## config.mk

```make
export PLATFORM = sky130hd
export DESIGN_NAME = seq_divider_flat
export DESIGN_NICKNAME = d
export VERILOG_FILES = /design/src/rtl/seq_divider_pkg.sv /design/src/rtl/seq_divider_if.sv /design/src/rtl/seq_divider_div_step.sv /design/src/rtl/seq_divider.sv /design/src/flat_wrapper.sv
export SDC_FILE = /design/constraint.sdc
export NUM_CORES = 1
export LEC_CHECK = 0
export CAP_MARGIN = 20
export CORE_ASPECT_RATIO = 1.25
export CORE_MARGIN = 5
export CORE_UTILIZATION = 57
export CTS_CLUSTER_SIZE = 8
export DETAILED_ROUTE_END_ITERATION = 7
export MAX_ROUTING_LAYER = met4
export PLACE_DENSITY_LB_ADDON = 0.3
export SYNTH_ARGS = -nofsm -noshare
export SYNTH_HDL_FRONTEND = slang
export SYNTH_SLANG_ARGS = --single-unit
export TNS_END_PERCENT = 100
```

## constraint.sdc

```tcl
create_clock -name clk -period 4.1 [get_ports clk]
set_input_delay 0.615 -clock clk [delete_from_list [all_inputs] [get_ports clk]]
set_output_delay 0.615 -clock clk [all_outputs]
set_load 0.005 [all_outputs]
```

## src/rtl/seq_divider_pkg.sv

```systemverilog
// Shared types and constants for the sequential radix-2 restoring divider.
// The DIV_FAST_PATH_EN macro (see seq_divider.sv) does not affect this file.
package seq_divider_pkg;

    typedef enum logic [1:0] {
        IDLE,
        ITER,
        FIX
    } div_state_t;

    localparam int DIV_DEFAULT_WIDTH = 32;

    // Edges from the accept edge to the edge that raises completed.
    function automatic int div_latency(input int width);
        return width + 1;
    endfunction

    localparam int DIV_LATENCY = div_latency(DIV_DEFAULT_WIDTH);

endpackage

```

## src/rtl/seq_divider_if.sv

```systemverilog
// Request/response handshake between the ALU (master) and seq_divider (slave).
interface seq_divider_if #(
    parameter int WIDTH = 32
);
    logic             enable;
    logic             is_signed;
    logic [WIDTH-1:0] s;
    logic [WIDTH-1:0] t;
    logic             completed;
    logic             busy;
    logic [WIDTH-1:0] q;
    logic [WIDTH-1:0] r;

    modport master (
        output enable, is_signed, s, t,
        input  completed, busy, q, r
    );

    modport slave (
        input  enable, is_signed, s, t,
        output completed, busy, q, r
    );
endinterface

```

## src/rtl/seq_divider_div_step.sv

```systemverilog
// One combinational restoring-division iteration: shift {rem, quot} left and
// keep the trial difference when the divisor fits.
module seq_divider_div_step #(
    parameter int WIDTH = 32
) (
    input  logic [WIDTH:0]   rem,
    input  logic [WIDTH-1:0] quot,
    input  logic [WIDTH-1:0] divisor,
    output logic [WIDTH:0]   rem_next,
    output logic [WIDTH-1:0] quot_next
);
    logic [WIDTH:0] shifted;
    logic [WIDTH:0] diff;
    logic           fits;

    assign shifted = {rem[WIDTH-1:0], quot[WIDTH-1]};
    assign diff    = shifted - {1'b0, divisor};
    // A bit shifted out of the top means the trial value exceeds any divisor.
    assign fits    = rem[WIDTH] | ~diff[WIDTH];

    always_comb begin
        rem_next  = fits ? diff : shifted;
        quot_next = {quot[WIDTH-2:0], fits};
    end
endmodule

```

## src/rtl/seq_divider.sv

```systemverilog
// Multi-cycle signed/unsigned divider with RISC-V corner-case results.
// Define DIV_FAST_PATH_EN to finish divide-by-zero, signed overflow and t==1 in one edge.
module seq_divider
    import seq_divider_pkg::*;
#(
    parameter int WIDTH = 32
) (
    input  logic         clk,
    input  logic         rstn,
    seq_divider_if.slave bus
);
    localparam int             CW   = $clog2(WIDTH);
    localparam logic [CW-1:0]  LAST = CW'(WIDTH - 1);

    div_state_t       state_q, state_d;
    logic [CW-1:0]    cnt_q, cnt_d;
    logic [WIDTH:0]   rem_q, rem_d;
    logic [WIDTH-1:0] quot_q, quot_d;
    logic [WIDTH-1:0] dvsr_q, dvsr_d;
    logic             signed_q, signed_d;
    logic             s_neg_q, s_neg_d;
    logic             t_neg_q, t_neg_d;
    logic             busy_q, busy_d;
    logic             done_q, done_d;
    logic [WIDTH-1:0] q_res_q, q_res_d;
    logic [WIDTH-1:0] r_res_q, r_res_d;

    logic [WIDTH:0]   rem_step;
    logic [WIDTH-1:0] quot_step;
    logic             s_neg_in, t_neg_in;
    logic [WIDTH-1:0] s_mag, t_mag;
    logic [WIDTH-1:0] q_fix, r_fix;

    seq_divider_div_step #(.WIDTH(WIDTH)) u_step (
        .rem       (rem_q),
        .quot      (quot_q),
        .divisor   (dvsr_q),
        .rem_next  (rem_step),
        .quot_next (quot_step)
    );

    // The most negative value's magnitude fits as an unsigned WIDTH-bit number.
    assign s_neg_in = bus.is_signed & bus.s[WIDTH-1];
    assign t_neg_in = bus.is_signed & bus.t[WIDTH-1];
    assign s_mag    = s_neg_in ? -bus.s : bus.s;
    assign t_mag    = t_neg_in ? -bus.t : bus.t;

    assign q_fix = (signed_q & (s_neg_q ^ t_neg_q)) ? -quot_q : quot_q;
    assign r_fix = s_neg_q ? -rem_q[WIDTH-1:0] : rem_q[WIDTH-1:0];

`ifdef DIV_FAST_PATH_EN
    localparam logic [WIDTH-1:0] MOST_NEG = {1'b1, {(WIDTH-1){1'b0}}};
    localparam logic [WIDTH-1:0] ONE      = WIDTH'(1);

    logic             fast_zero, fast_hit;
    logic [WIDTH-1:0] fast_q, fast_r;

    // Overflow and t==1 both return the dividend unchanged with a zero remainder.
    assign fast_zero = (bus.t == '0);
    assign fast_hit  = fast_zero || (bus.t == ONE) ||
                       (bus.is_signed && bus.s == MOST_NEG && bus.t == '1);
    assign fast_q    = fast_zero ? '1 : bus.s;
    assign fast_r    = fast_zero ? bus.s : '0;
`endif

    always_comb begin
        state_d  = state_q;
        cnt_d    = cnt_q;
        rem_d    = rem_q;
        quot_d   = quot_q;
        dvsr_d   = dvsr_q;
        signed_d = signed_q;
        s_neg_d  = s_neg_q;
        t_neg_d  = t_neg_q;
        busy_d   = busy_q;
        done_d   = 1'b0;
        q_res_d  = q_res_q;
        r_res_d  = r_res_q;

        case (state_q)
            IDLE: begin
                if (bus.enable) begin
                    signed_d = bus.is_signed;
                    s_neg_d  = s_neg_in;
                    t_neg_d  = t_neg_in;
                    quot_d   = s_mag;
                    dvsr_d   = t_mag;
                    rem_d    = '0;
                    cnt_d    = '0;
`ifdef DIV_FAST_PATH_EN
                    if (fast_hit) begin
                        q_res_d = fast_q;
                        r_res_d = fast_r;
                        done_d  = 1'b1;
                    end else begin
                        busy_d  = 1'b1;
                        state_d = ITER;
                    end
`else
                    busy_d  = 1'b1;
                    state_d = ITER;
`endif
                end
            end
            ITER: begin
                rem_d  = rem_step;
                quot_d = quot_step;
                cnt_d  = cnt_q + 1'b1;
                if (cnt_q == LAST) begin
                    state_d = FIX;
                end
            end
            FIX: begin
                // Divide by zero leaves rem = |s|, so only q needs forcing.
                q_res_d = (dvsr_q == '0) ? '1 : q_fix;
                r_res_d = r_fix;
                done_d  = 1'b1;
                busy_d  = 1'b0;
                state_d = IDLE;
            end
            default: begin
                state_d = IDLE;
                busy_d  = 1'b0;
            end
        endcase
    end

    always_ff @(posedge clk or negedge rstn) begin
        if (!rstn) begin
            state_q  <= IDLE;
            cnt_q    <= '0;
            rem_q    <= '0;
            quot_q   <= '0;
            dvsr_q   <= '0;
            signed_q <= 1'b0;
            s_neg_q  <= 1'b0;
            t_neg_q  <= 1'b0;
            busy_q   <= 1'b0;
            done_q   <= 1'b0;
            q_res_q  <= '0;
            r_res_q  <= '0;
        end else begin
            state_q  <= state_d;
            cnt_q    <= cnt_d;
            rem_q    <= rem_d;
            quot_q   <= quot_d;
            dvsr_q   <= dvsr_d;
            signed_q <= signed_d;
            s_neg_q  <= s_neg_d;
            t_neg_q  <= t_neg_d;
            busy_q   <= busy_d;
            done_q   <= done_d;
            q_res_q  <= q_res_d;
            r_res_q  <= r_res_d;
        end
    end

    assign bus.completed = done_q;
    assign bus.busy      = busy_q;
    assign bus.q         = q_res_q;
    assign bus.r         = r_res_q;
endmodule

```

## src/flat_wrapper.sv

```systemverilog
// flat-port wrapper written by rule: the top's interface ports become plain ports
module seq_divider_flat import seq_divider_pkg::*;
#(
    parameter int WIDTH = 32
)
  (clk, rstn, bus_enable, bus_is_signed, bus_s, bus_t, bus_completed, bus_busy, bus_q, bus_r);
  seq_divider_if #(.WIDTH(WIDTH)) bus_i ();
  input  logic clk;
  input  logic rstn;
  input wire logic [$bits(bus_i.enable)-1:0] bus_enable;
  input wire logic [$bits(bus_i.is_signed)-1:0] bus_is_signed;
  input wire logic [$bits(bus_i.s)-1:0] bus_s;
  input wire logic [$bits(bus_i.t)-1:0] bus_t;
  output wire logic [$bits(bus_i.completed)-1:0] bus_completed;
  output wire logic [$bits(bus_i.busy)-1:0] bus_busy;
  output wire logic [$bits(bus_i.q)-1:0] bus_q;
  output wire logic [$bits(bus_i.r)-1:0] bus_r;
  assign bus_i.enable = bus_enable;
  assign bus_i.is_signed = bus_is_signed;
  assign bus_i.s = bus_s;
  assign bus_i.t = bus_t;
  assign bus_completed = bus_i.completed;
  assign bus_busy = bus_i.busy;
  assign bus_q = bus_i.q;
  assign bus_r = bus_i.r;
  seq_divider #(.WIDTH(WIDTH)) u_core (.clk(clk), .rstn(rstn), .bus(bus_i));
endmodule
```

==> run metrics, run 1 <==
outcome finished, final reports clean; Clock power frac 0.132; WHS 225 ps; Sw Share 0.465; vias in the first global route 10,000; combinational family with the most area after synthesis compound AO/OA/AOI/OAI gates; site row count 57; layer with the highest usage met2; filler instances 1,574; post-synth top area cell dfrtp_1; Worst setup SP type flip-flop; worst reg2reg endpoint u_core.rem_q[30]$_DFFE_PN0P_; post-synthesis sequential area ratio 0.389; reg2reg path depth 13; combinational share of power 0.584; most frequent cell after synthesis nand2_1; Crit. End Element flip-flop; CTS Hold Buffers Added 0; Peak Freq 0.266 GHz; first-pass GRT wire length 49,600 um; Flop pwr share 0.284; Worst Path Max Fanout 31; Yosys cell types 66; Setup TNS Final 0 ps; leakage 5.50 nW; 1st-pass router iterations 5; Internal 0.00637 W; Initial Util 0.576; Ant. Diodes 0; max-cap viol count 0; Post-synth ARST share 1.00; Max stage delay on crit path 570 ps; buffer and inverter count on the worst path 2; Die H 166 um; postcts setup bufs 0; reg2reg setup slack 330 ps; nets 1,529; multi-input combinational cell area 6370 um2; Num CTS Buffers 17; Die Area 22,400 um2; fraction of layout cells with a size suffix above 1 0.0439; vias post-DR 10,100; Crit path required time 4400 ps; worst r2r src u_core.quot_q[31]$_DFFE_PN0P_; Worst-path clk slew 80 ps; H-tree levels 4; vias per std cell 5.93; CTS tree yes; met2 usage 0.502; final hold violation count 0; Synth Area in XOR/XNOR 0.113; DR iter-0 viols 772; share of the synthesized area in the top cell type 0.389; Yosys reg bits 173; Total Routing Usage GR 0.280; period utilization 0.918; clk_lat worst skew 440 ps; HPWL Detailed 22,800 um; Worst path top cell family by delay compound AO/OA/AOI/OAI gates; initial antenna violation count 0; post-synthesis compound-gate area fraction 0.220; Post-synth top cells nand2_1, o21ai_0, dfrtp_1; Min-Delay Path Class primary input to async pin; Max Clock Skew 11.6 ps; root buf cell clkbuf_16; post-CTS sizing 0; synth top area cells dfrtp_1, o21ai_0, xor2_1; pin count of the biggest net entering global routing 97; final setup margin 335 ps; Sequential Area 4330 um2; Power Density 901 nW/um2; Mapped Cells 1,325; Worst Path Arrival 4070 ps; yosys warns 0; CP Class flip-flop to flip-flop; clk sinks 173; CP max stage cell o41ai_1; Port Buffer Count 133; minimum clock period 3770 ps; net switching power figure 0.00554 W; max-slew violations 0; CP startpoint u_core.quot_q[31]$_DFFE_PN0P_; GR Layer Usage met3 0.0406; RePlAce Congestion 0.951; maximum vdd drop 0.000592 V; Worst Max-Slew Pin Slew 1040 ps; Area growth syn-to-layout 18.8%; ANT nets after route 0; Die X 135 um; final setup fails 0; GR Overflow Total 0; number of synthesized flops with an enable pin 0; global routing met1 resource utilization 0.308; multiplexer area fraction after synthesis 0.0180; Slew headroom 0.304; top_reg_cell synth dfrtp_1; pre-CTS setup slack 425 ps; boundary pin count 134; drt drc 0; synthesized-area fraction occupied by adder cells 0.0445; Clock Path Buffers 2; CP Cell Sequence inv_1 > ha_1 > fa_1 > nand2b_1 > a21oi_1 > o41a_1 > a221oi_2 > o31a_1 > o41ai_1 > nor2_2 > buf_12 > nand2_1 > o21ai_0; WL/cell 17.9 um; RSZ-0062 raised after global routing false; Synth Area in Simple Gates 0.175; core area 19,300 um2; syn nets 1,432; mapped cell area 11,100 um2; drt total wl 30,500 um; syn avg cell area 8.40 um2
-- cells in the final DEF, fill, tap and decap left out, drive strengths merged, types with 5 or more instances in the layout --
master         Yosys  routed
a2bb2oi            5       5
clkbuf            61      19
nand4             12      12
xor2              87      87
a21o              14      14
or4                6       6
o21ai            180     180
mux2i             20      20
xnor2             57      57
and2              10      10
o31ai             28      28
a21oi             95      95
o211ai             6       6
nand2b            14      14
nor2b              9       9
nor2             107     107
inv               48      55
or3               14      14
ha                38      38
a22oi             28      28
nand3             18      18
o41ai             11      11
dfrtp            173     173
buf                6      13
clkdlybuf4s50      0     132
a31oi             11      11
or2                6       6
nor3              24      24
nand2            177     177
nor4              19      19
-- area by class of cell --
cell class                 instances  share of cell area
clock inverter                    13             0.00966
sequential                       173               0.328
tap                              265              0.0251
multi-input combinational       1037               0.482
timing repair buffer             145               0.110
clock buffer                      19              0.0328
inverter                          48              0.0136
-- worst max path at each step --
stage | to | slack (ps) | depth (start not counted)
floorplan | u_core.rem_q[29]$_DFFE_PN0P_ | 1000 | 11
global placement | u_core.rem_q[26]$_DFFE_PN0P_ | 620 | 12
detailed placement | u_core.rem_q[25]$_DFFE_PN0P_ | 420 | 13
CTS | u_core.rem_q[30]$_DFFE_PN0P_ | 390 | 13
global route | u_core.rem_q[0]$_DFFE_PN0P_ | 90 | 13
finish | u_core.rem_q[30]$_DFFE_PN0P_ | 330 | 13
-- layer usage --
layer  routed length, um  up-vias
met2               16200      279
met5                   0        -
met3                1300       73
met4                1200        0
met1               11800     4850
li1                    -     4871
-- power groups by stage --
stage	sequential [W]	clock, W	combinational [W]
after floorplan	0.00310	0	0.00511
after detailed placement	0.00338	0	0.00690
after CTS	0.00336	0.00158	0.00695
after global placement	0.00336	0	0.00674
final	0.00338	0.00157	0.00696
after global routing	0.00348	0.00166	0.00776
-- worst register-to-register path, cell delays in order, from the launching register on --
cell,delay (ps)
dfrtp_1,390
inv_1,90
ha_1,230
fa_1,380
nand2b_1,200
a21oi_1,250
o41a_1,270
a221oi_2,140
o31a_1,430
o41ai_1,570
nor2_2,120
buf_12,200
nand2_1,220
o21ai_0,140
-- metrics by stage --
stage,util,instance area (um2),instances,total power (W)
floorplan,-,11100,1325,0.00821
global placement,0.655,12700,1668,0.0101
detailed placement,0.655,12700,1668,0.0103
CTS,0.684,13200,1700,0.0119
global route,0.684,13200,1700,0.0129
finish,0.684,13200,1700,0.0119
-- registers in the layout (all words and copies together), names as in the netlist --
signal,count
u_core.rem_q,33
u_core.cnt_q,5
u_core.bus.r,32
u_core.s_neg_q,1
u_core.bus.completed,1
u_core.bus.busy,1
u_core.bus.q,32
u_core.quot_q,32
u_core.signed_q,1
u_core.state_q,2
u_core.t_neg_q,1
u_core.dvsr_q,32
-- cells by family after synthesis --
kind of cell             after synthesis
adder cells (fa/ha/maj)               39
AO/OA/AOI/OAI                        410
AND/OR/NAND/NOR                      424
multiplexers                          20
buffers and inverters                115
XOR/XNOR                             144
flip-flops                           173
Power figures use the tool's default switching activity.
==> run 2: changes to the inputs <==
--- a/config.mk
+++ b/config.mk
@@ -9,6 +9,7 @@
 export CORE_ASPECT_RATIO = 1.25
 export CORE_MARGIN = 5
 export CORE_UTILIZATION = 57
+export CTS_BUF_LIST = sky130_fd_sc_hd__clkbuf_4 sky130_fd_sc_hd__clkbuf_8 sky130_fd_sc_hd__clkbuf_16
 export CTS_CLUSTER_SIZE = 8
 export DETAILED_ROUTE_END_ITERATION = 7
 export MAX_ROUTING_LAYER = met4
==> run metrics, run 2 (synthesis gave the netlist of run 1 again) <==
outcome finished, final reports clean (unchanged); DR iter-0 viols 860 (was 772); Worst Path Max Fanout 31 (unchanged); RePlAce Congestion 0.951 (unchanged); minimum clock period 3780 ps (was 3770 ps); RSZ-0062 raised after global routing false (unchanged); first-pass GRT wire length 49,600 um (about the same); vias in the first global route 10,000 (unchanged); CP Cell Sequence inv_1 > ha_1 > fa_1 > nand2b_1 > a21oi_1 > o41a_1 > a221oi_2 > o31a_1 > o41ai_1 > nor2_2 > buf_12 > nand2_1 > o21ai_0 (unchanged); drt drc 0 (unchanged); leakage 5.50 nW (about the same); pin count of the biggest net entering global routing 97 (unchanged); Worst setup SP type flip-flop (unchanged); core area 19,300 um2 (unchanged); max-cap viol count 0 (unchanged); Die X 135 um (unchanged); Clock Path Buffers 2 (unchanged); Ant. Diodes 0 (unchanged); WHS 230 ps (was 225 ps); filler instances 1,571 (was 1,574); Final Core Density 0.684 (about the same); WL/cell 17.9 um (about the same); Port Buffer Count 133 (unchanged); vias per std cell 5.94 (was 5.93); root buf cell clkbuf_16 (unchanged); CP max stage cell o41ai_1 (unchanged); max-slew violations 0 (unchanged); site row count 57 (unchanged); CTS tree yes (unchanged); maximum vdd drop 0.000596 V (was 0.000592 V); CTS Hold Buffers Added 0 (unchanged); GR Overflow Total 0 (unchanged); Max stage delay on crit path 570 ps (about the same); Worst Max-Slew Pin Slew 1020 ps (was 1040 ps); initial antenna violation count 0 (unchanged); Die H 166 um (unchanged); Largest register FFs 33 (unchanged); ANT nets after route 0 (unchanged); postcts setup bufs 0 (unchanged); Biggest register u_core.rem_q (unchanged); Total Routing Usage GR 0.280 (about the same); buffer and inverter count on the worst path 2 (unchanged); Num CTS Buffers 17 (unchanged); Power Density 901 nW/um2 (about the same); final setup fails 0 (unchanged); clk_lat worst skew 440 ps (about the same); Setup TNS Final 0 ps (unchanged); Peak Freq 0.265 GHz (was 0.266 GHz); 1st-pass router iterations 6 (was 5); Worst path top cell family by delay compound AO/OA/AOI/OAI gates (unchanged); post-CTS sizing 0 (unchanged); commonest non-fill, non-tap cells in the layout nand2_1, o21ai_0, dfrtp_1, clkdlybuf4s50_1, nor2_1 (unchanged); Crit. End Element flip-flop (unchanged); Worst-path clk slew 70 ps (was 80 ps); nets 1,529 (unchanged); CP Class flip-flop to flip-flop (unchanged); Max Clock Skew 11.1 ps (was 11.6 ps); Crit path required time 4400 ps (about the same); period utilization 0.921 (was 0.918); H-tree levels 4 (unchanged); clk sinks 173 (unchanged); boundary pin count 134 (unchanged); drt total wl 30,500 um (about the same); Area growth syn-to-layout 18.9% (was 18.8%); Worst Path Arrival 4080 ps (was 4070 ps); Min-Delay Path Class primary input to async pin (unchanged); Initial Util 0.576 (unchanged); Slew headroom 0.322 (was 0.304); Die Area 22,400 um2 (unchanged); vias post-DR 10,100 (about the same); HPWL Detailed 22,800 um (unchanged); final hold violation count 0 (unchanged); fraction of layout cells with a size suffix above 1 0.0453 (was 0.0439)
==> run 2: layer usage <==
metal	global-route usage	routed length, um	share of wire	vias up
met5	-	0	0	-
met4	0.116	1220	0.040	0
met3	0.0406	1440	0.047	71
met2	0.502	16200	0.53	304
met1	0.308	11600	0.38	4837
li1	-	-	-	4881
==> run 2: area by class of cell <==
cell class              instances  area [um2]  share of cell area
well taps                     265         332              0.0251
flip-flops and latches        173        4330               0.327
clock buffers                  19         440              0.0333
clock inverters                13         128             0.00965
inverters                      48         180              0.0136
repair buffers                145        1450               0.109
multi-input cells            1037        6370               0.482
==> run 2: worst paths after layout <==
kind                                                from                           end  slack [ps]  depth (start not counted)
hold / removal                                      rstn  u_core.bus.q[29]$_DFFE_PN0P_         230                          1
min in group clk            u_core.bus.r[16]$_DFFE_PN0P_  u_core.bus.r[16]$_DFFE_PN0P_         480                          2
hold reg to reg             u_core.bus.r[16]$_DFFE_PN0P_  u_core.bus.r[16]$_DFFE_PN0P_         480                          2
setup reg to reg           u_core.quot_q[31]$_DFFE_PN0P_  u_core.rem_q[30]$_DFFE_PN0P_         320                         13
max in group asynchronous                           rstn  u_core.rem_q[22]$_DFFE_PN0P_        2930                          2
setup / recovery           u_core.quot_q[31]$_DFFE_PN0P_  u_core.rem_q[30]$_DFFE_PN0P_         320                         13
==> run 2: per-stage QoR <==
stage,area [um2],std cells,setup slack [ps],total power (W)
2_1_floorplan,11100,1325,1000,0.00821
3_3_place_gp,12700,1668,622,0.0101
3_5_place_dp,12700,1668,425,0.0103
4_1_cts,13200,1700,388,0.0119
5_1_grt,13200,1700,90.8,0.0129
6_report,13200,1700,323,0.0119
==> run 2: power breakdown <==
group	leakage (nW)	internal [W]	switching, W
Clock	0.272	0.000818	0.000759
Combinational	3.16	0.00310	0.00386
Sequential	2.07	0.00246	0.000917
Total	5.50	0.00638	0.00553
==> run 2: worst register-to-register path: cells and delay by family, from the launching register on <==
family,cells,cell delay [ps]
compound gates,6,1810
fa+ha+maj,2,610
buf+inv,2,290
flops,1,390
simple gates,3,550
